[config.mk]
export PLATFORM = sky130hd
export DESIGN_NAME = fifo_ctrl_flat
export DESIGN_NICKNAME = d
export VERILOG_FILES = /design/src/rtl/fifo_pkg.sv /design/src/rtl/fifo_ctrl_if.sv /design/src/rtl/fifo_ptr_wrap.sv /design/src/rtl/fifo_ctrl.sv /design/src/flat_wrapper.sv
export SDC_FILE = /design/constraint.sdc
export NUM_CORES = 1
export LEC_CHECK = 0
export ABC_AREA = 1
export CAP_MARGIN = 15
export CORE_ASPECT_RATIO = 0.75
export CORE_MARGIN = 3
export CORE_UTILIZATION = 48
export DETAILED_ROUTE_END_ITERATION = 10
export MAX_ROUTING_LAYER = met4
export PLACE_DENSITY = 0.76
export SLEW_MARGIN = 10
export SYNTH_ARGS = -nofsm -noshare
export SYNTH_HDL_FRONTEND = slang
export SYNTH_SLANG_ARGS = --single-unit
[constraint.sdc]
create_clock -name clk -period 2.05 [get_ports clk]
set_input_delay 0.615 -clock clk [delete_from_list [all_inputs] [get_ports clk]]
set_output_delay 0.615 -clock clk [all_outputs]
set_load 0.01 [all_outputs]
[src/rtl/fifo_pkg.sv]
// Shared constants and helpers for the FIFO control engine.
package fifo_pkg;

    localparam int unsigned FIFO_S     = 8;
    localparam int unsigned FIFO_DEPTH = 90;

    // Distance of the almost_full / almost_empty thresholds from the ends.
    localparam int unsigned AF_MARGIN  = 4;
    localparam int unsigned AE_MARGIN  = 4;

    // Pointer increment with wrap at depth-1, so depth need not be a power of two.
    function automatic logic [31:0] next_ptr(input logic [31:0] ptr, input int unsigned depth);
        return (ptr == depth - 1) ? 32'd0 : ptr + 32'd1;
    endfunction

endpackage

[src/rtl/fifo_ctrl_if.sv]
// Request strobes, memory address/enable and status of the FIFO control engine.
interface fifo_ctrl_if
    import fifo_pkg::*;
#(
    parameter int unsigned S = FIFO_S
);

    logic         wr_req;
    logic         rd_req;
    logic         wren;
    logic [S-1:0] wrptr;
    logic [S-1:0] rdptr;
    logic         rd_valid;
    logic [S:0]   count;
    logic         full;
    logic         empty;
    logic         almost_full;
    logic         almost_empty;
    logic         overflow;
    logic         underflow;

    // Producer/consumer side: issues requests, observes memory control and status.
    modport master (
        output wr_req, rd_req,
        input  wren, wrptr, rdptr, rd_valid, count,
        input  full, empty, almost_full, almost_empty, overflow, underflow
    );

    // Controller side.
    modport slave (
        input  wr_req, rd_req,
        output wren, wrptr, rdptr, rd_valid, count,
        output full, empty, almost_full, almost_empty, overflow, underflow
    );

endinterface

[src/rtl/fifo_ptr_wrap.sv]
// Registered pointer that advances on inc and wraps from DEPTH-1 back to 0.
module fifo_ptr_wrap
    import fifo_pkg::*;
#(
    parameter int unsigned S     = FIFO_S,
    parameter int unsigned DEPTH = FIFO_DEPTH
) (
    input  logic         clk,
    input  logic         rst,
    input  logic         inc,
    output logic [S-1:0] ptr_q
);

    logic [S-1:0] ptr_nxt;

    // Next pointer value: hold, or step with non-power-of-two wrap.
    always_comb begin
        ptr_nxt = ptr_q;
        if (inc) begin
            ptr_nxt = S'(next_ptr(32'(ptr_q), DEPTH));
        end
    end

    // Pointer register, cleared by asynchronous reset.
    always_ff @(posedge clk or posedge rst) begin
        if (rst) begin
            ptr_q <= '0;
        end else begin
            ptr_q <= ptr_nxt;
        end
    end

endmodule

[src/rtl/fifo_ctrl.sv]
// Single-clock FIFO control engine: pointers, occupancy, status flags and sticky
// error bits for a registered-read storage array. Holds no data itself.
module fifo_ctrl
    import fifo_pkg::*;
#(
    parameter int unsigned S      = FIFO_S,
    parameter int unsigned DEPTH  = FIFO_DEPTH,
    parameter int unsigned AF_LVL = DEPTH - AF_MARGIN,
    parameter int unsigned AE_LVL = AE_MARGIN
) (
    input  logic       clk,
    input  logic       rst,
    fifo_ctrl_if.slave bus
);

    localparam logic [S:0] CNT_ONE   = (S+1)'(1);
    localparam logic [S:0] CNT_DEPTH = (S+1)'(DEPTH);
    localparam logic [S:0] CNT_AF    = (S+1)'(AF_LVL);
    localparam logic [S:0] CNT_AE    = (S+1)'(AE_LVL);

    logic         wr_acc;
    logic         rd_acc;
    logic [S:0]   count_q;
    logic [S:0]   count_nxt;
    logic [S-1:0] wrptr_q;
    logic [S-1:0] rdptr_q;
    logic         full_q;
    logic         empty_q;
    logic         af_q;
    logic         ae_q;
    logic         rv_q;
    logic         ovf_q;
    logic         unf_q;

    // Request qualification from registered flags only, never same-cycle requests.
    always_comb begin
        wr_acc = bus.wr_req & ~full_q;
        rd_acc = bus.rd_req & ~empty_q;
    end

    fifo_ptr_wrap #(
        .S     (S),
        .DEPTH (DEPTH)
    ) u_wr_ptr (
        .clk   (clk),
        .rst   (rst),
        .inc   (wr_acc),
        .ptr_q (wrptr_q)
    );

    fifo_ptr_wrap #(
        .S     (S),
        .DEPTH (DEPTH)
    ) u_rd_ptr (
        .clk   (clk),
        .rst   (rst),
        .inc   (rd_acc),
        .ptr_q (rdptr_q)
    );

    // Next occupancy: +1 on write only, -1 on read only, unchanged otherwise.
    always_comb begin
        count_nxt = count_q;
        unique case ({wr_acc, rd_acc})
            2'b10:   count_nxt = count_q + CNT_ONE;
            2'b01:   count_nxt = count_q - CNT_ONE;
            default: count_nxt = count_q;
        endcase
    end

    // Occupancy and flags share one edge; flags derive from next count so they
    // always agree with the registered count.
    always_ff @(posedge clk or posedge rst) begin
        if (rst) begin
            count_q <= '0;
            full_q  <= 1'b0;
            empty_q <= 1'b1;
            af_q    <= 1'b0;
            ae_q    <= 1'b1;
        end else begin
            count_q <= count_nxt;
            full_q  <= (count_nxt == CNT_DEPTH);
            empty_q <= (count_nxt == '0);
            af_q    <= (count_nxt >= CNT_AF);
            ae_q    <= (count_nxt <= CNT_AE);
        end
    end

    // Read-data valid follows an accepted read by one clock; error bits are sticky.
    always_ff @(posedge clk or posedge rst) begin
        if (rst) begin
            rv_q  <= 1'b0;
            ovf_q <= 1'b0;
            unf_q <= 1'b0;
        end else begin
            rv_q  <= rd_acc;
            ovf_q <= ovf_q | (bus.wr_req & full_q);
            unf_q <= unf_q | (bus.rd_req & empty_q);
        end
    end

    assign bus.wren         = wr_acc;
    assign bus.wrptr        = wrptr_q;
    assign bus.rdptr        = rdptr_q;
    assign bus.rd_valid     = rv_q;
    assign bus.count        = count_q;
    assign bus.full         = full_q;
    assign bus.empty        = empty_q;
    assign bus.almost_full  = af_q;
    assign bus.almost_empty = ae_q;
    assign bus.overflow     = ovf_q;
    assign bus.underflow    = unf_q;

endmodule
[src/flat_wrapper.sv]
// flat-port wrapper written by rule: the top's interface ports become plain ports
module fifo_ctrl_flat import fifo_pkg::*;
#(
    parameter int unsigned S      = FIFO_S,
    parameter int unsigned DEPTH  = FIFO_DEPTH,
    parameter int unsigned AF_LVL = DEPTH - AF_MARGIN,
    parameter int unsigned AE_LVL = AE_MARGIN
)
  (clk, rst, bus_wr_req, bus_rd_req, bus_wren, bus_wrptr, bus_rdptr, bus_rd_valid, bus_count, bus_full, bus_empty, bus_almost_full, bus_almost_empty, bus_overflow, bus_underflow);
  fifo_ctrl_if #(.S(S)) bus_i ();
  input  logic clk;
  input  logic rst;
  input wire logic [$bits(bus_i.wr_req)-1:0] bus_wr_req;
  input wire logic [$bits(bus_i.rd_req)-1:0] bus_rd_req;
  output wire logic [$bits(bus_i.wren)-1:0] bus_wren;
  output wire logic [$bits(bus_i.wrptr)-1:0] bus_wrptr;
  output wire logic [$bits(bus_i.rdptr)-1:0] bus_rdptr;
  output wire logic [$bits(bus_i.rd_valid)-1:0] bus_rd_valid;
  output wire logic [$bits(bus_i.count)-1:0] bus_count;
  output wire logic [$bits(bus_i.full)-1:0] bus_full;
  output wire logic [$bits(bus_i.empty)-1:0] bus_empty;
  output wire logic [$bits(bus_i.almost_full)-1:0] bus_almost_full;
  output wire logic [$bits(bus_i.almost_empty)-1:0] bus_almost_empty;
  output wire logic [$bits(bus_i.overflow)-1:0] bus_overflow;
  output wire logic [$bits(bus_i.underflow)-1:0] bus_underflow;
  assign bus_i.wr_req = bus_wr_req;
  assign bus_i.rd_req = bus_rd_req;
  assign bus_wren = bus_i.wren;
  assign bus_wrptr = bus_i.wrptr;
  assign bus_rdptr = bus_i.rdptr;
  assign bus_rd_valid = bus_i.rd_valid;
  assign bus_count = bus_i.count;
  assign bus_full = bus_i.full;
  assign bus_empty = bus_i.empty;
  assign bus_almost_full = bus_i.almost_full;
  assign bus_almost_empty = bus_i.almost_empty;
  assign bus_overflow = bus_i.overflow;
  assign bus_underflow = bus_i.underflow;
  fifo_ctrl #(.S(S), .DEPTH(DEPTH), .AF_LVL(AF_LVL), .AE_LVL(AE_LVL)) u_core (.clk(clk), .rst(rst), .bus(bus_i));
endmodule
==> summary.md <==
| Metric | Value |
|---|---|
| Result of the run | `finished with violations` |
| Failing checks | `setup timing` |
| Final Hold Violating Endpoints | `0` |
| Unique masters post-synth | `31` |
| Lkg Pwr | `between 1.5 and 2 nW` |
| Overall overflow remaining after global route | `0` |
| Clock Pin Slew Worst Setup and Hold Paths | `80 ps` |
| Final worst-path setup slack | `-95.90 ps` |
| Worst-path fanout max | `5` |
| Type of origin of the critical path | `register` |
| P&R area growth vs syn | `61.24%` |
| Number of cell rows | `20` |
| Max H-tree Level | `2` |
| Chip Width | `83.34 um` |
| Slew Limit Fails | `0` |
| Warnings, synthesis | `0` |
| Max Cap Violations | `0` |
| Max Clock Freq | `about 470 MHz` |
| Total power divided by cell area | `1358 nW/um^2` |
| Sequential cell area | `roughly 810 um^2` |
| Later-pin clock latency in the skew report | `290 ps` |
| Number of buffers added to fix hold violations after cts | `0` |
| R2R cell count | `17` |
| Clock Root Buffer | `sky130_fd_sc_hd__clkbuf_8` |
| Data required time at the worst endpoint | `around 2200 ps` |
| I/O pin count | `37` |
| Number of buffers added by the clock tree synthesis step | `5` |
| Filler cell count in the final layout | `216` |
| Vias in the first global route | `about 2400` |
| Post-layout net count | `402` |
| DRC violation count after routing | `0` |
| Yosys reg bits | `32` |
| Count of antenna diodes in the layout | `0` |
| Final setup vio count | `5` |
| Worst reg2reg startpoint | `u_core.bus.empty` |
| Number of optimization iterations in the first detailed-route pass | `5` |
| Post-route setup TNS | `-304.4 ps` |
| Tightest Pin Transition | `between 400 and 500 ps` |
| Antenna Violating Nets Remaining | `0` |
| Post-synthesis cell count | `approximately 300` |
| Hpwl dp | `about 4400 um` |
| Via count normalized by instance count | `5.654` |
| Hold path startpoint | `u_core.bus.overflow` |
| Multi-input gate area in the final layout | `1469 um^2` |
| Overall via count from detail_route | `2533` |
| Share of the yosys chip area belonging to registers | `between 30% and 40%` |
| Crit path cell chain | `buf_12, nor2_8, nand2_4, nand2_2, nand2_2, ha_4, nor2_4, inv_2, nand3_2, nand2_2, nand2_2, nand3_2, nand2_4, nand3b_1, nand3_1, nand2_1, nand2_1` |
| Number of buffers between clock root and the deepest sink | `2` |
| Die ar. | `5334 um^2` |
| Min Tclk post-route | `2146 ps` |
| Worst Hold Margin | `approximately 500 ps` |
| Wire length of the first global-routing pass | `between 10000 and 15000 um` |
| Most common cell after layout, fill and taps aside | `sky130_fd_sc_hd__nand2_1` |
| Total power draw | `between 4 and 5 mW` |
| Worst slew slack as a fraction of its limit | `70.15%` |
| Combined area of all synthesized cells | `around 2200 um^2` |
| End of the worst register-to-register path | `u_core.bus.almost_full` |
| Final Routed Wirelength | `between 7000 and 8000 um` |
| Maximum clock skew at final layout | `10.23 ps` |
| Setup repair after global routing missed its margin | `true` |
| Synth Area per Inst | `approximately 7.1 um^2` |
| Critical path start-end classification | `register to register` |
| Gp weighted congestion | `about 0.91` |
| Port-buffer cells | `36` |
| Number of antenna violations at the first check in global routing | `0` |
| Most frequent cells in the layout | `60 x sky130_fd_sc_hd__nand2_1, 40 x sky130_fd_sc_hd__buf_4, 35 x sky130_fd_sc_hd__inv_1, 33 x sky130_fd_sc_hd__nand2_2, 32 x sky130_fd_sc_hd__clkdlybuf4s50_1` |
| Clock net sink count | `32` |
| Critical-path top delay cell | `sky130_fd_sc_hd__dfstp_2` |
| Core Footprint | `roughly 4200 um^2` |
| Net count after synthesis | `between 300 and 400` |
| Sort of element at the end of the critical path | `register` |
| Number of cells on the worst hold path | `1` |
| Classification of the worst-slack hold path | `register to register` |
| Most prevalent standard cell on the critical path | `sky130_fd_sc_hd__nand2_2` |
| Crit path DAT | `2340 ps` |
| Crit-path max cell delay | `about 580 ps` |
| First DRT Iteration DRCs | `269` |
| Fraction of final layout cells with drive strength greater than 1 | `between 40% and 50%` |
| TritonCTS clock tree | `yes` |
| Peak supply drop | `0.8959 mV` |
| Average wire per standard cell | `17.50 um` |
| Endpoint with the worst hold slack | `u_core.bus.overflow` |
| Maximum number of pins on one net before global-route repair | `26` |
| Effective utilization at floorplan | `between 50 and 60%` |
| Period utilization | `104.7%` |
| Total GRT Usage | `25.92%` |
| Height of the chip | `~64 um` |
| Worst setup slack for register-to-register paths | `-100 ps` |
kinds of logic after synthesis:
logic type	synth area share, %
buffers and inverters	10.05
XOR/XNOR	1.627
AO/OA/AOI/OAI	4.997
flip-flops	37.30
AND/OR/NAND/NOR	42.53
adder cells (fa/ha/maj)	3.486
synth_stat cells, drive strengths merged:
| cell type | n | area [um^2] |
|---|---|---|
| nand2 | 107 | 456.7 |
| inv | 46 | 172.7 |
| nand3 | 38 | 215.2 |
| dfrtp | 30 | 750.7 |
| nor2 | 30 | 138.9 |
| nor3 | 8 | 45.04 |
| a21oi | 7 | 35.03 |
| o21ai | 7 | 35.03 |
| ha | 6 | 75.07 |
| buf | 5 | 40.03 |
| nand4 | 3 | 18.77 |
| o21bai | 3 | 22.52 |
| dfstp | 2 | 52.55 |
| nand3b | 2 | 15.01 |
| nor4 | 2 | 12.51 |
| xnor2 | 2 | 17.52 |
| xor2 | 2 | 17.52 |
| a21boi | 1 | 7.510 |
| clkbuf | 1 | 3.750 |
| nor3b | 1 | 7.510 |
| o31ai | 1 | 7.510 |
| or2 | 1 | 6.260 |
cell type report:
class,count,area share (%)
inverter,46,5.333
multi-input combinational,221,42.31
clock buffer,5,1.982
tap,55,1.982
clock inverter,3,1.225
sequential,32,23.24
timing repair buffer,86,23.93
per-stage QoR:
| stage | area, um^2 | worst slack, ps | instances | utilization, % |
|---|---|---|---|---|
| final | 3472 | -95.90 | 448 | 83.08 |
| after global routing | 3472 | -215.7 | 448 | 83.08 |
| after CTS | 3273 | -7.146 | 442 | 78.32 |
| after detailed placement | 2870 | -714.0 | 424 | 68.68 |
| after global placement | 2870 | -692.0 | 424 | 68.68 |
| after floorplan | 2233 | -29.50 | 305 | - |
sequential cells by signal, summed over array words and instances (netlist names):
signal / flops
u_core.bus.count: 9
u_core.bus.rd_valid: 1
u_core.bus.full: 1
u_core.u_rd_ptr.ptr_q: 8
u_core.bus.almost_full: 1
u_core.bus.overflow: 1
u_core.u_wr_ptr.ptr_q: 8
u_core.bus.almost_empty: 1
u_core.bus.underflow: 1
u_core.bus.empty: 1
how the worst max path moves through the flow:
stage,from,end,slack (ps),depth (start not counted)
after floorplan,bus_rd_req,u_core.bus.full,-30,18
after detailed placement,bus_rd_req,u_core.bus.almost_full,-710,18
after global placement,bus_rd_req,u_core.bus.almost_empty,-690,19
final,u_core.bus.empty,u_core.bus.almost_full,-100,17
after CTS,u_core.bus.empty,u_core.bus.almost_full,-7,15
after global routing,u_core.bus.empty,u_core.bus.almost_full,-220,17
where the power goes:
part           leakage [nW]  switching (mW)  internal (mW)  total (mW)
Clock                0.0541           0.258          0.360       0.617
Sequential            0.371           0.340          0.877        1.22
Combinational          1.28            1.58           1.31        2.88
Total                  1.70            2.17           2.54        4.72
routing by layer:
metal,part of all wire (%),vias to the layer above,global-route usage [%]
li1,-,1132,-
met1,40,1164,30.94
met2,46,178,41.80
met3,9.3,59,7.345
met4,4.6,0,10.20
met5,0,-,-
critical path: cells and delay by family (launching register included):
family | cells | cell delay, ps
flops | 1 | 580
fa+ha+maj | 1 | 140
simple gates | 14 | 1150
buf+inv | 2 | 180
repair_timing:
action | 4_1_cts | 5_1_grt
setup buffers | 9 | 7
pin swaps | 46 | 40
gates cloned | 1 | 0
gates resized for setup | 57 | 50
hold endpoints to repair | 0 | 0
endpoints found under the setup margin | 17 | 9
Power figures use the tool's default switching activity.
